==> src/rtl/neuron_sweep_scheduler.sv <==
// Time-multiplexes one LIF update datapath over N_NEURONS and queues spike events in a FIFO.
// Build option: define SWEEP_REFRACTORY_EN to skip, for one sweep, neurons that just spiked.
module neuron_sweep_scheduler #(
    parameter int unsigned N_NEURONS  = 4,
    parameter int unsigned IDX_W      = 2,
    parameter int unsigned FIFO_DEPTH = 4
) (
    input  logic             clk,
    input  logic             reset_n,
    input  logic             enable,
    input  logic             tick,
    input  logic             clr,
    output logic             upd_valid,
    output logic [IDX_W-1:0] upd_idx,
    input  logic             upd_ready,
    input  logic             upd_spike,
    output logic             ev_valid,
    output logic [IDX_W-1:0] ev_idx,
    input  logic             ev_ready,
    output logic             busy,
    output logic             done,
    output logic             overflow,
    output logic             tick_missed
);

    localparam int unsigned PtrW = (FIFO_DEPTH > 1) ? $clog2(FIFO_DEPTH) : 1;
    localparam int unsigned CntW = $clog2(FIFO_DEPTH + 1);
    localparam logic [IDX_W-1:0] LastIdx = IDX_W'(N_NEURONS - 1);
    localparam logic [CntW-1:0] FullCnt = CntW'(FIFO_DEPTH);
    localparam logic [PtrW-1:0] LastPtr = PtrW'(FIFO_DEPTH - 1);

    typedef enum logic [1:0] {StIdle, StIssue, StDone} state_e;

    state_e state_q, state_d;
    logic [IDX_W-1:0] idx_q, idx_d;

    logic tick_accept;
    logic skip;
    logic xfer;
    logic advance;
    logic last;

    assign tick_accept = tick && enable && (state_q == StIdle);
    assign xfer        = upd_valid && upd_ready;
    assign advance     = xfer || skip;
    assign last        = (idx_q == LastIdx);

`ifdef SWEEP_REFRACTORY_EN
    // mask_q gates the running sweep; spiked_q collects this sweep's spikes for the next one.
    logic [N_NEURONS-1:0] mask_q, mask_d;
    logic [N_NEURONS-1:0] spiked_q, spiked_d;

    assign skip = (state_q == StIssue) && mask_q[idx_q];

    always_comb begin
        mask_d   = mask_q;
        spiked_d = spiked_q;
        if (tick_accept) begin
            spiked_d = '0;
        end
        if (xfer && upd_spike) begin
            spiked_d[idx_q] = 1'b1;
        end
        if (state_q == StDone) begin
            mask_d = spiked_q;
        end
    end

    always_ff @(posedge clk or negedge reset_n) begin
        if (!reset_n) begin
            mask_q   <= '0;
            spiked_q <= '0;
        end else begin
            mask_q   <= mask_d;
            spiked_q <= spiked_d;
        end
    end
`else
    assign skip = 1'b0;
`endif

    // FSM: state register
    always_ff @(posedge clk or negedge reset_n) begin
        if (!reset_n) begin
            state_q <= StIdle;
            idx_q   <= '0;
        end else begin
            state_q <= state_d;
            idx_q   <= idx_d;
        end
    end

    // FSM: next state
    always_comb begin
        state_d = state_q;
        idx_d   = idx_q;
        unique case (state_q)
            StIdle: begin
                if (tick_accept) begin
                    state_d = StIssue;
                    idx_d   = '0;
                end
            end
            StIssue: begin
                if (advance) begin
                    if (last) begin
                        state_d = StDone;
                        idx_d   = '0;
                    end else begin
                        idx_d = idx_q + IDX_W'(1);
                    end
                end
            end
            StDone: begin
                state_d = StIdle;
            end
            default: begin
                state_d = StIdle;
                idx_d   = '0;
            end
        endcase
    end

    // FSM: outputs
    always_comb begin
        upd_valid = (state_q == StIssue) && !skip;
        upd_idx   = idx_q;
        busy      = (state_q != StIdle);
        done      = (state_q == StDone);
    end

    // Spike event FIFO
    logic [IDX_W-1:0] mem_q [FIFO_DEPTH];
    logic [PtrW-1:0]  rd_ptr_q;
    logic [PtrW-1:0]  wr_ptr_q;
    logic [CntW-1:0]  count_q;

    logic push_req;
    logic pop;
    logic full;
    logic drop;
    logic do_push;

    function automatic logic [PtrW-1:0] ptr_inc(input logic [PtrW-1:0] p);
        return (p == LastPtr) ? '0 : p + PtrW'(1);
    endfunction

    assign push_req = xfer && upd_spike;
    assign ev_valid = (count_q != '0);
    assign pop      = ev_valid && ev_ready;
    assign full     = (count_q == FullCnt);
    // A pop in the same cycle frees the slot, so a full FIFO only drops without one.
    assign drop     = push_req && full && !pop;
    assign do_push  = push_req && !drop;
    assign ev_idx   = ev_valid ? mem_q[rd_ptr_q] : '0;

    always_ff @(posedge clk or negedge reset_n) begin
        if (!reset_n) begin
            rd_ptr_q <= '0;
            wr_ptr_q <= '0;
            count_q  <= '0;
            for (int i = 0; i < int'(FIFO_DEPTH); i++) begin
                mem_q[i] <= '0;
            end
        end else begin
            if (do_push) begin
                mem_q[wr_ptr_q] <= upd_idx;
                wr_ptr_q        <= ptr_inc(wr_ptr_q);
            end
            if (pop) begin
                rd_ptr_q <= ptr_inc(rd_ptr_q);
            end
            if (do_push && !pop) begin
                count_q <= count_q + CntW'(1);
            end else if (pop && !do_push) begin
                count_q <= count_q - CntW'(1);
            end
        end
    end

    // Sticky flags; a set in the same cycle as clr takes priority.
    logic overflow_q;
    logic tick_missed_q;
    logic miss_set;

    assign miss_set = tick && (state_q != StIdle);

    always_ff @(posedge clk or negedge reset_n) begin
        if (!reset_n) begin
            overflow_q    <= 1'b0;
            tick_missed_q <= 1'b0;
        end else begin
            if (drop) begin
                overflow_q <= 1'b1;
            end else if (clr) begin
                overflow_q <= 1'b0;
            end
            if (miss_set) begin
                tick_missed_q <= 1'b1;
            end else if (clr) begin
                tick_missed_q <= 1'b0;
            end
        end
    end

    assign overflow    = overflow_q;
    assign tick_missed = tick_missed_q;

endmodule

==> config.mk <==
export PLATFORM = sky130hd
export DESIGN_NAME = neuron_sweep_scheduler
export DESIGN_NICKNAME = d
export VERILOG_FILES = /design/src/rtl/neuron_sweep_scheduler.sv
export SDC_FILE = /design/constraint.sdc
export NUM_CORES = 1
export LEC_CHECK = 0
export CORE_ASPECT_RATIO = 1.1
export CORE_MARGIN = 2
export CORE_UTILIZATION = 50
export DETAILED_ROUTE_END_ITERATION = 7
export GPL_TIMING_DRIVEN = 1
export PLACE_DENSITY_LB_ADDON = 0.25
export SYNTH_ARGS = -nofsm -noshare
export SYNTH_HDL_FRONTEND = slang
export SYNTH_SLANG_ARGS = --single-unit
==> constraint.sdc <==
create_clock -name clk -period 4.9 [get_ports clk]
set_clock_uncertainty 0.1 [all_clocks]
set_input_delay 0.735 -clock clk [delete_from_list [all_inputs] [get_ports clk]]
set_output_delay 0.735 -clock clk [all_outputs]
set_load 0.005 [all_outputs]
==> out/metrics.cfg <==
[clock_tree]
cts-root-buf=clkbuf_4
clk_path_buf_depth=2
cts_hold_buffers=0
clk-insertion-delay-late_ps=320
postCtsSetupBuffers=0
clk_pin_slew_worst_paths_ps=130
cts.repair.resized=0
cts_sinks=21
ctsHtreeMaxLevel=1
cts_tree=done
cts_buffers=3

[pwr]
comb_power_share_pct=45.9
swShare_pct=34.0
p_seq_share_pct=43.0
powerDensity_mw_per_mm2=565
power_leakage_nw=0.637
p_switching_mw=0.262
p_clk_share_pct=11.1
p_int_mw=0.509
worst_ir_drop_vdd_uv=313

[drt]
drc=0
vias=709
drt-initial-drc-count=2
drt_first_pass_iters=2
detail_route.wl_per_cell_microns=14.2
routed_wl_microns=1950
antenna_left=0
via_per_inst=5.18

[place]
placed_cell_area_sq_mm=0.00134
gp_congestion=0.739
place_hpwl_microns=1490
port_buffers=17
dp_worst_setup_slack_ps=1870

[synth]
syn_nets=103
synth_top_cell_by_area=dfrtp_1
synth_simple_gate_area_share_pct=13.3
synth.avg_cell_area_sq_um=13.1
syn_area_sq_mm=0.00114
ys_top_cells_by_area=dfrtp_1 (46%), mux2_4 (11%), ha_1 (7.7%)
ys_seq_area_share_pct=46.1
synthAdderAreaFrac_pct=9.44
yosysWarningCount=0
synth_top_area_share_pct=46.1
synthMuxAreaShare_pct=21.2
ys_seq_elements=21
synth_top_family_by_area=multiplexers
synth_xor_area_share_pct=2.31
synth_cell_types=27
synth_compound_area_share_pct=4.06
syn-instance-count=87

[critical_path]
end_kind=primary output
crit_fanout=5
cp.required_ps=4070
worst_setup_path_start_kind=register
crit_type=register to primary output
cp_data_arrival_time_ps=1910

[cells_and_area]
final_util_pct=61.8
design_area_sq_mm=0.00136
diodes=0
register_area_sq_um=526
fin_nets=124
fill_cells=191
areaGrowthSynthToFinish_pct=19.6
multi_input_area_sq_um=573
post_route_cells_drive_above_1_share_pct=24.3

[grt]
track_usage_pct=17.0
grt_pass1_wl_microns=3330
antenna_found_initial=0
grt_max_degree=22
grt-ovfl-total=0
grt_pass1_vias=732

[floorplan]
die_area_sq_mm=0.00268
die_y_microns=54.1
die_width_microns=49.5
core_sq_mm=0.00221
pin_count=18
rows=18
start_util_pct=51.6

[timing]
fin_crit_sh_pct=56.0
grt_setup_unrepaired=no
final.min_clock_period_ps=2750
max_freq_ghz=0.364
hold_slack_ps=384
hold_viol=0
layout_setup_ws_ps=2150
finalMaxSlewViolations=0
slew_headroom_pct=37.5
setup_viol=0
tightest_slew_ps=934
setup_tns_ps=0

[run_status]
status=finished clean

[min_path]
hold_class=register to register

[flow_run]
cap_violations=0

final cells by class:
type	instances	share of cell area [%]
sequential	21	38.5
clock inverter	1	0.367
timing repair buffer	17	12.5
multi-input combinational	57	42.0
inverter	8	2.20
tap	30	2.75
clock buffer	3	1.65
flip-flops by register name, indices dropped and copies added (netlist names):
name,cells
overflow,1
tick_missed,1
upd_idx,2
rd_ptr_q,2
state_q,2
wr_ptr_q,2
count_q,3
mem_q,8
per-layer routing:
layer	vias to the layer above	global-route usage [%]	part of all wire, %
li1	344	-	-
met1	341	20.7	44
met2	19	28.7	49
met3	5	3.33	4.9
met4	0	9.72	2.1
met5	-	0	0
critical path, cell delays in order (launching register included):
cell and delay (ps):
dfrtp_1 470, mux4_2 510, and2_1 170, clkdlybuf4s50_1 440
synth_stat cells, drive strengths merged:
library cell	number
inv	8
or2	1
or4b	1
nand2	6
mux2	13
a22o	1
or3	1
o2bb2ai	2
o32ai	1
a21oi	1
and4b	1
mux2i	2
nand3b	1
buf	1
and2	2
a31oi	1
mux4	2
fa	1
dfrtp	21
ha	7
nand3	4
xnor2	1
xor2	2
nor2	6
through the flow:
stage	instances	power (mW)
global placement	133	0.674
detailed placement	133	0.697
global route	137	0.842
floorplan	87	0.557
CTS	137	0.784
finish	137	0.771
power groups by stage:
stage | Sequential, mW | Combinational, mW | Clock (mW)
4_1_cts | 0.333 | 0.361 | 0.0906
3_3_place_gp | 0.332 | 0.342 | 0
3_5_place_dp | 0.337 | 0.359 | 0
6_report | 0.332 | 0.354 | 0.0858
5_1_grt | 0.347 | 0.396 | 0.0983
2_1_floorplan | 0.313 | 0.244 | 0
layout by cell type, fill, tap and decap left out, types with 2 or more instances in the layout:
cell	count
inv_1	8
mux2_1	2
nand3_2	4
mux2_4	8
xor2_1	2
nand2_1	5
and2_1	2
o2bb2ai_1	2
mux2_2	3
mux4_2	2
nor2_1	6
dfrtp_1	21
clkbuf_4	3
clkdlybuf4s50_1	17
mux2i_1	2
ha_1	7
cell families after synthesis:
logic type	after synthesis
simple gates	23
flops	21
mux	17
buf+inv	9
fa+ha+maj	8
compound gates	6
xor+xnor	3
final timing paths:
kind	slack (ps)	cells after the start	from	endpoint
max	2150	3	rd_ptr_q[0]$_DFFE_PN0P_	ev_idx[0]
min	380	1	count_q[2]$_DFFE_PN0P_	count_q[2]$_DFFE_PN0P_
max reg2reg	2530	7	count_q[0]$_DFFE_PN0P_	count_q[1]$_DFFE_PN0P_
min reg2reg	380	1	count_q[2]$_DFFE_PN0P_	count_q[2]$_DFFE_PN0P_
max in group asynchronous	3300	1	reset_n	mem_q[3]$_DFFE_PN0P_
min in group asynchronous	830	1	reset_n	rd_ptr_q[0]$_DFFE_PN0P_
Power figures use the tool's default switching activity.
